File: config.mk
export PLATFORM = sky130hd
export DESIGN_NAME = dwa_element_selector
export DESIGN_NICKNAME = d
export VERILOG_FILES = /design/src/rtl/dem_pkg.sv /design/src/rtl/dem_quantizer.sv /design/src/rtl/dwa_element_selector.sv
export SDC_FILE = /design/constraint.sdc
export NUM_CORES = 1
export LEC_CHECK = 0
export BUFFER_PORTS_ARGS = -buffer_cell sky130_fd_sc_hd__buf_2
export CORE_ASPECT_RATIO = 2
export CORE_MARGIN = 2
export CORE_UTILIZATION = 50
export CTS_CLUSTER_SIZE = 28
export DETAILED_ROUTE_END_ITERATION = 10
export GPL_TIMING_DRIVEN = 0
export PLACE_DENSITY = 0.76
export SLEW_MARGIN = 40
export SYNTH_ARGS = -nofsm -noshare
export SYNTH_HDL_FRONTEND = slang
export SYNTH_HIERARCHICAL = 1
export SYNTH_SLANG_ARGS = --single-unit
File: constraint.sdc
create_clock -name clk_i -period 2 [get_ports clk_i]
set_input_delay 0 -clock clk_i [delete_from_list [all_inputs] [get_ports clk_i]]
set_output_delay 0 -clock clk_i [all_outputs]
set_load 0.03 [all_outputs]
File: src/rtl/dem_pkg.sv
// Shared DEM-DAC definitions: default geometry, level/pointer types, rotation mask helper.
// Latency: n/a (types and a combinational function only).
// Backpressure: n/a.
package dem_pkg;

    // Default element count and pre-offset shift for the DWA selector.
    localparam int DEF_N_ELEM = 16;
    localparam int DEF_SHIFT  = 12;

    // Largest element array any consumer of this package supports.
    // Types are sized for it so the element-mismatch model, the DAC driver
    // and the selector share one definition regardless of their N_ELEM.
    localparam int MAX_ELEM = 64;

    typedef logic [$clog2(MAX_ELEM+1)-1:0] level_t;
    typedef logic [$clog2(MAX_ELEM)-1:0]   ptr_t;
    typedef logic [MAX_ELEM-1:0]           mask_t;

    // Rotated thermometer: bit k is set iff ((k - ptr) mod n_elem) < level.
    // n_elem must be a power of two so the modulo reduces to a bit mask.
    // Bits at or above n_elem are always zero.
    function automatic mask_t thermo_rotate(input level_t level,
                                            input ptr_t   ptr,
                                            input int     n_elem);
        mask_t m;
        ptr_t  wrap;
        ptr_t  off;
        m    = '0;
        wrap = ptr_t'(n_elem - 1);
        for (int k = 0; k < MAX_ELEM; k++) begin
            off  = (ptr_t'(k) - ptr) & wrap;
            m[k] = (k < n_elem) && ({1'b0, off} < level);
        end
        return m;
    endfunction

endpackage

File: src/rtl/dem_quantizer.sv
// Quantizes a signed filter sample to a unit-element level: shift, re-centre, saturate.
// Latency: combinational (0 cycles); the caller registers the result.
// Backpressure: none; pure function of data.
module dem_quantizer
    import dem_pkg::*;
#(
    parameter  int WIDTH  = 16,
    parameter  int N_ELEM = DEF_N_ELEM,
    parameter  int SHIFT  = DEF_SHIFT,
    localparam int LVL_W  = $clog2(N_ELEM + 1)
) (
    input  logic signed [WIDTH-1:0] data,
    output logic        [LVL_W-1:0] level,
    output logic                    sat
);

    // One extra bit of headroom so the offset add never overflows.
    localparam logic signed [WIDTH:0] HALF  = (WIDTH+1)'(N_ELEM / 2);
    localparam logic signed [WIDTH:0] MAX_Q = (WIDTH+1)'(N_ELEM);

    logic signed [WIDTH:0] ext;
    logic signed [WIDTH:0] shifted;
    logic signed [WIDTH:0] q;

    assign ext     = {data[WIDTH-1], data};
    assign shifted = ext >>> SHIFT;
    assign q       = shifted + HALF;

    // Clamp the re-centred sample into 0..N_ELEM and flag any clamping.
    always_comb begin
        level = '0;
        sat   = 1'b0;
        if (q[WIDTH]) begin
            level = '0;
            sat   = 1'b1;
        end else if (q > MAX_Q) begin
            level = LVL_W'(N_ELEM);
            sat   = 1'b1;
        end else begin
            level = q[LVL_W-1:0];
        end
    end

endmodule

File: src/rtl/dwa_element_selector.sv
// DWA unit-element selector: quantize sample to a level, then pick that many elements from a rotating pointer.
// Latency: 2 cycles from input acceptance to valid_o; 1 sample/cycle throughput.
// Backpressure: full valid/ready; outputs and pointer hold while valid_o & !ready_i, ready_o drops only when both stages are full and stalled.
module dwa_element_selector
    import dem_pkg::*;
#(
    parameter  int WIDTH  = 16,
    parameter  int N_ELEM = DEF_N_ELEM,
    parameter  int SHIFT  = DEF_SHIFT,
    localparam int LVL_W  = $clog2(N_ELEM + 1),
    localparam int PTR_W  = $clog2(N_ELEM)
) (
    input  logic                    clk_i,
    input  logic                    reset_ni,
    input  logic signed [WIDTH-1:0] data_i,
    input  logic                    valid_i,
    output logic                    ready_o,
    input  logic                    dwa_en_i,
    output logic       [N_ELEM-1:0] mask_o,
    output logic        [LVL_W-1:0] level_o,
    output logic        [PTR_W-1:0] ptr_o,
    output logic                    sat_o,
    output logic                    valid_o,
    input  logic                    ready_i
);

    // ------------------------------------------------------------------
    // Stage 1: quantize
    // ------------------------------------------------------------------
    logic [LVL_W-1:0] q_level;
    logic             q_sat;

    logic             s1_valid;
    logic [LVL_W-1:0] s1_level;
    logic             s1_sat;

    dem_quantizer #(
        .WIDTH  (WIDTH),
        .N_ELEM (N_ELEM),
        .SHIFT  (SHIFT)
    ) u_quant (
        .data  (data_i),
        .level (q_level),
        .sat   (q_sat)
    );

    // Stage 2 can take a new sample when it is empty or its content leaves now.
    logic advance;
    assign advance = !valid_o || ready_i;

    // Stage 1 refills whenever it is empty or draining into stage 2.
    assign ready_o = !s1_valid || advance;

    // Capture the quantized sample on input transfer; bubble when nothing arrives.
    always_ff @(posedge clk_i or negedge reset_ni) begin
        if (!reset_ni) begin
            s1_valid <= 1'b0;
            s1_level <= '0;
            s1_sat   <= 1'b0;
        end else if (ready_o) begin
            s1_valid <= valid_i;
            if (valid_i) begin
                s1_level <= q_level;
                s1_sat   <= q_sat;
            end
        end
    end

    // ------------------------------------------------------------------
    // Stage 2: rotate
    // ------------------------------------------------------------------
    // ptr_q is the start index for the next sample entering stage 2. Because
    // stage 2 only loads once the previous sample has left, advancing it at
    // load time is the same as advancing it on output transfer.
    logic [PTR_W-1:0] ptr_q;
    logic [PTR_W-1:0] ptr_use;
    logic [LVL_W-1:0] ptr_sum;
    mask_t            mask_full;
    logic [N_ELEM-1:0] mask_nxt;

    // Fixed-thermometer mode anchors every sample at element 0.
    assign ptr_use   = dwa_en_i ? ptr_q : '0;

    // LVL_W is one bit wider than PTR_W, so the carry is simply dropped for mod N.
    assign ptr_sum   = LVL_W'(ptr_use) + s1_level;

    assign mask_full = thermo_rotate(level_t'(s1_level), ptr_t'(ptr_use), N_ELEM);
    assign mask_nxt  = mask_full[N_ELEM-1:0];

    if (N_ELEM < MAX_ELEM) begin : g_mask_hi
        // Upper bits of the shared-width mask are always zero here.
        logic unused_mask_hi;
        assign unused_mask_hi = ^mask_full[MAX_ELEM-1:N_ELEM];
    end

    // Load the output register and step the pointer when stage 2 advances.
    always_ff @(posedge clk_i or negedge reset_ni) begin
        if (!reset_ni) begin
            valid_o <= 1'b0;
            mask_o  <= '0;
            level_o <= '0;
            ptr_o   <= '0;
            sat_o   <= 1'b0;
            ptr_q   <= '0;
        end else if (advance) begin
            valid_o <= s1_valid;
            if (s1_valid) begin
                mask_o  <= mask_nxt;
                level_o <= s1_level;
                ptr_o   <= ptr_use;
                sat_o   <= s1_sat;
                // Thermometer mode leaves the rotation restarting at 0.
                ptr_q   <= dwa_en_i ? ptr_sum[PTR_W-1:0] : '0;
            end
        end
    end

endmodule
==> results.json <==
{
  "outcome": "finished, final reports clean",
  "synth-edff-count": 0,
  "coreArea_mm2": 0.00477,
  "clockPowerShare_pct": 15.9,
  "start_util_pct": 51.3,
  "crit_chain": "buf_6 > nand2_4 > ha_4 > xnor2_4 > inv_2 > ha_4 > nand2_4 > o21ai_4 > a211oi_2 > a211o_1",
  "portBuffers": 33,
  "die_h_um": 103,
  "setup_ws_ns": 0.0125,
  "vias": 2049,
  "start_kind": "flop",
  "synth_mux_area_share_pct": 2.76,
  "crit_start": "ptr_q[1]$_DFFE_PN0P_",
  "grt_pass1_vias": 2030,
  "critical_path_arrival_ns": 2.16,
  "drc": 0,
  "synthFlopType": "dfrtp_1",
  "syn_inst": 258,
  "vias_per_cell": 5.57,
  "irDropWorstVdd_mv": 0.724,
  "avgSynthCellArea_um2": 9.49,
  "p_sw_uw": 1460,
  "synth.top_cell.area_share_pct": 38.8,
  "synth-async-reset-ratio_pct": 100,
  "finClkSkew_ns": 0.00339,
  "pre_cts_ws_ns": -0.261,
  "ys_types": 38,
  "cp.required_ns": 2.17,
  "slew_violations": 0,
  "io_pins": 49,
  "clk_pin_slew_worst_paths_ns": 0.07,
  "synth_xor_area_share_pct": 4.29,
  "place.gp.congestion": 0.872,
  "finalCriticalPeriod_ns": 1.99,
  "cp-end-kind": "flop",
  "dr.pass1.iters": 4,
  "crit_type": "reg2reg",
  "slowest_delay_ns": 0.37,
  "post-dp-hpwl_um": 4170,
  "synthAdderAreaFrac_pct": 14.8,
  "path_delay_family": "compound AO/OA/AOI/OAI gates",
  "yosys-top-cells-area": "dfrtp_1 (39%), ha_1 (15%), nand2_1 (6.6%)",
  "finalNetCount": 360,
  "rows": 36,
  "overflow": 0,
  "maxCapViolations": 0,
  "timing.slew.headroom_pct": 56.9,
  "crit_fanout": 8,
  "powerDensity_mw_per_mm2": 1120,
  "p_sw_share_pct": 43.0,
  "htreeDepth": 2,
  "setup_viol": 0,
  "r2r-start": "ptr_q[1]$_DFFE_PN0P_",
  "hp-start": "dwa_en_i",
  "min-delay-path-class": "in2reg",
  "grt_max_degree": 39,
  "root_buffer": "clkbuf_8",
  "cp_slowest_cell": "dfrtp_2",
  "yosys-top-cells-count": "nand2_1 (43), dfrtp_1 (38), ha_1 (29)",
  "routedWlPerCell_um": 15.6,
  "p_seq_share_pct": 31.2,
  "wirelength_um": 5750,
  "finalPower_uw": 3390,
  "rsz0062_at_grt": "true",
  "power_leakage_uw": 0.00151,
  "finish.utilization_pct": 63.6,
  "synth_simple_gate_area_share_pct": 14.1,
  "synth_warnings": 6,
  "drive_gt1_share_pct": 32.5,
  "yosysMostFrequentCell": "nand2_1",
  "grtUsageTotal_pct": 23.1,
  "dieArea_mm2": 0.00551,
  "synth_top_family_by_area": "compound AO/OA/AOI/OAI gates",
  "syn_area_mm2": 0.00245,
  "hold_ws_ns": 0.205,
  "antenna_left": 0,
  "power.internal_uw": 1930,
  "cts_buffers": 5,
  "cts_tree": "done",
  "grt_pass1_wl_um": 9310,
  "area_delta_synth_final_pct": 24.1,
  "n_antenna_cell": 0,
  "antenna_found_initial": 0,
  "clockBufferDepth": 2,
  "detail_route.iter0.violations": 28,
  "max_clock_freq_mhz": 503,
  "synth_seq_cells": 38,
  "synth_compound_area_share_pct": 18.0,
  "hold_viol_final": 0,
  "pwr-share-comb_pct": 52.8,
  "period_share_pct": 99.4,
  "ys_seq_area_share_pct": 38.8,
  "synth_top_cell_by_area": "dfrtp_1",
  "clk_latency_ns": 0.28,
  "cts.sinks": 38,
  "worst_pin_slew_ns": 0.645,
  "chipWidth_um": 53.5,
  "path_buf_inv": 2
}
-- path summary, 6_finish.rpt --
| kind | to | slack [ns] | depth (start not counted) |
|---|---|---|---|
| worst max-delay path | mask_o[8]$_DFFE_PN0P_ | 0.01 | 10 |
| worst min-delay path | ptr_o[1]$_DFFE_PN0P_ | 0.21 | 4 |
| worst max register to register | mask_o[8]$_DFFE_PN0P_ | 0.01 | 10 |
| worst min register to register | sat_o$_DFFE_PN0P_ | 0.47 | 2 |
| max in group asynchronous | ptr_q[1]$_DFFE_PN0P_ | 1.42 | 2 |
| min in group asynchronous | level_o[2]$_DFFE_PN0P_ | 0.22 | 2 |
-- cell type report --
| type | instances | area, um2 |
|---|---|---|
| timing repair buffer | 44 | 268 |
| sequential | 38 | 952 |
| multi-input combinational | 186 | 1470 |
| buffer | 18 | 121 |
| tap | 57 | 71.3 |
| clock buffer | 7 | 86.3 |
| clock inverter | 1 | 5.00 |
| fill | 421 | 1740 |
| inverter | 17 | 66.3 |
-- per-layer routing --
metal  routed length [um]  part of all wire, %  global-route usage [%]
met4                   80                  1.4                    6.90
met3                  157                  2.7                    2.75
met1                 2240                   39                    26.5
met5                    0                    0                       0
met2                 3270                   57                    42.9
-- sequential cells by signal, indices dropped and copies added (netlist names) --
name,cells
s1_level,5
sat_o,1
mask_o,16
s1_valid,1
s1_sat,1
valid_o,1
ptr_q,4
ptr_o,4
level_o,5
-- through the flow --
stage               instances  instance area [um2]  TNS, ns
floorplan                 259                 2450        0
global placement          349                 2690   -0.869
detailed placement        349                 2690    -1.30
CTS                       365                 2880        0
global route              368                 3040   -0.321
finish                    368                 3040        0
-- layout by cell type (no fill, tap or decap), types with 2 or more instances in the layout --
master / count
buf_2: 39
nand2_1: 39
dfrtp_1: 37
ha_1: 26
buf_4: 13
o21ai_1: 13
inv_1: 11
a21oi_1: 10
nor2_1: 8
a211o_1: 8
a211oi_2: 8
dlygate4sd3_1: 7
xnor2_1: 6
mux2_1: 6
clkbuf_8: 6
xor2_1: 5
inv_2: 5
a21o_1: 5
nand2_2: 4
nand3_1: 4
a211oi_1: 4
and3_1: 4
o21ai_2: 3
nand2b_1: 3
ha_4: 3
clkbuf_1: 2
buf_6: 2
and2_4: 2
nand2_4: 2
nor2b_1: 2
a311oi_2: 2
nor4_2: 2
a21oi_2: 2
o31ai_1: 2
conb_1: 2
-- power groups by stage --
stage | logic [uW] | clock network [uW] | registers, uW
after floorplan | 845 | 0 | 1360
after global placement | 1480 | 0 | 1070
after detailed placement | 1530 | 0 | 1080
after CTS | 1590 | 562 | 1060
after global routing | 1970 | 587 | 1080
final | 1790 | 540 | 1060
-- tightest hold or removal path: stages --
cell and delay, ns:
buf_2 0.11, buf_4 0.18, nand2_1 0.09, o21ai_1 0.07
-- repair_timing --
action | 4_1_cts | 5_1_grt
endpoints found under the hold margin | 44 | 0
endpoints found under the setup margin | 8 | 6
hold buffers | 7 | 0
gates resized for setup | 7 | 28
pin swaps | 3 | 10
setup buffers | 1 | 3
-- cells by family (layout without fill, tap and decap cells) --
group / count (synthesis) / count (layout)
multiplexers: 6 / 6
AO/OA/AOI/OAI: 63 / 63
AND/OR/NAND/NOR: 74 / 74
buffers and inverters: 35 / 87
flip-flops: 38 / 38
XOR/XNOR: 12 / 12
other: 1 / 2
adder cells (fa/ha/maj): 29 / 29
Power figures use the tool's default switching activity.
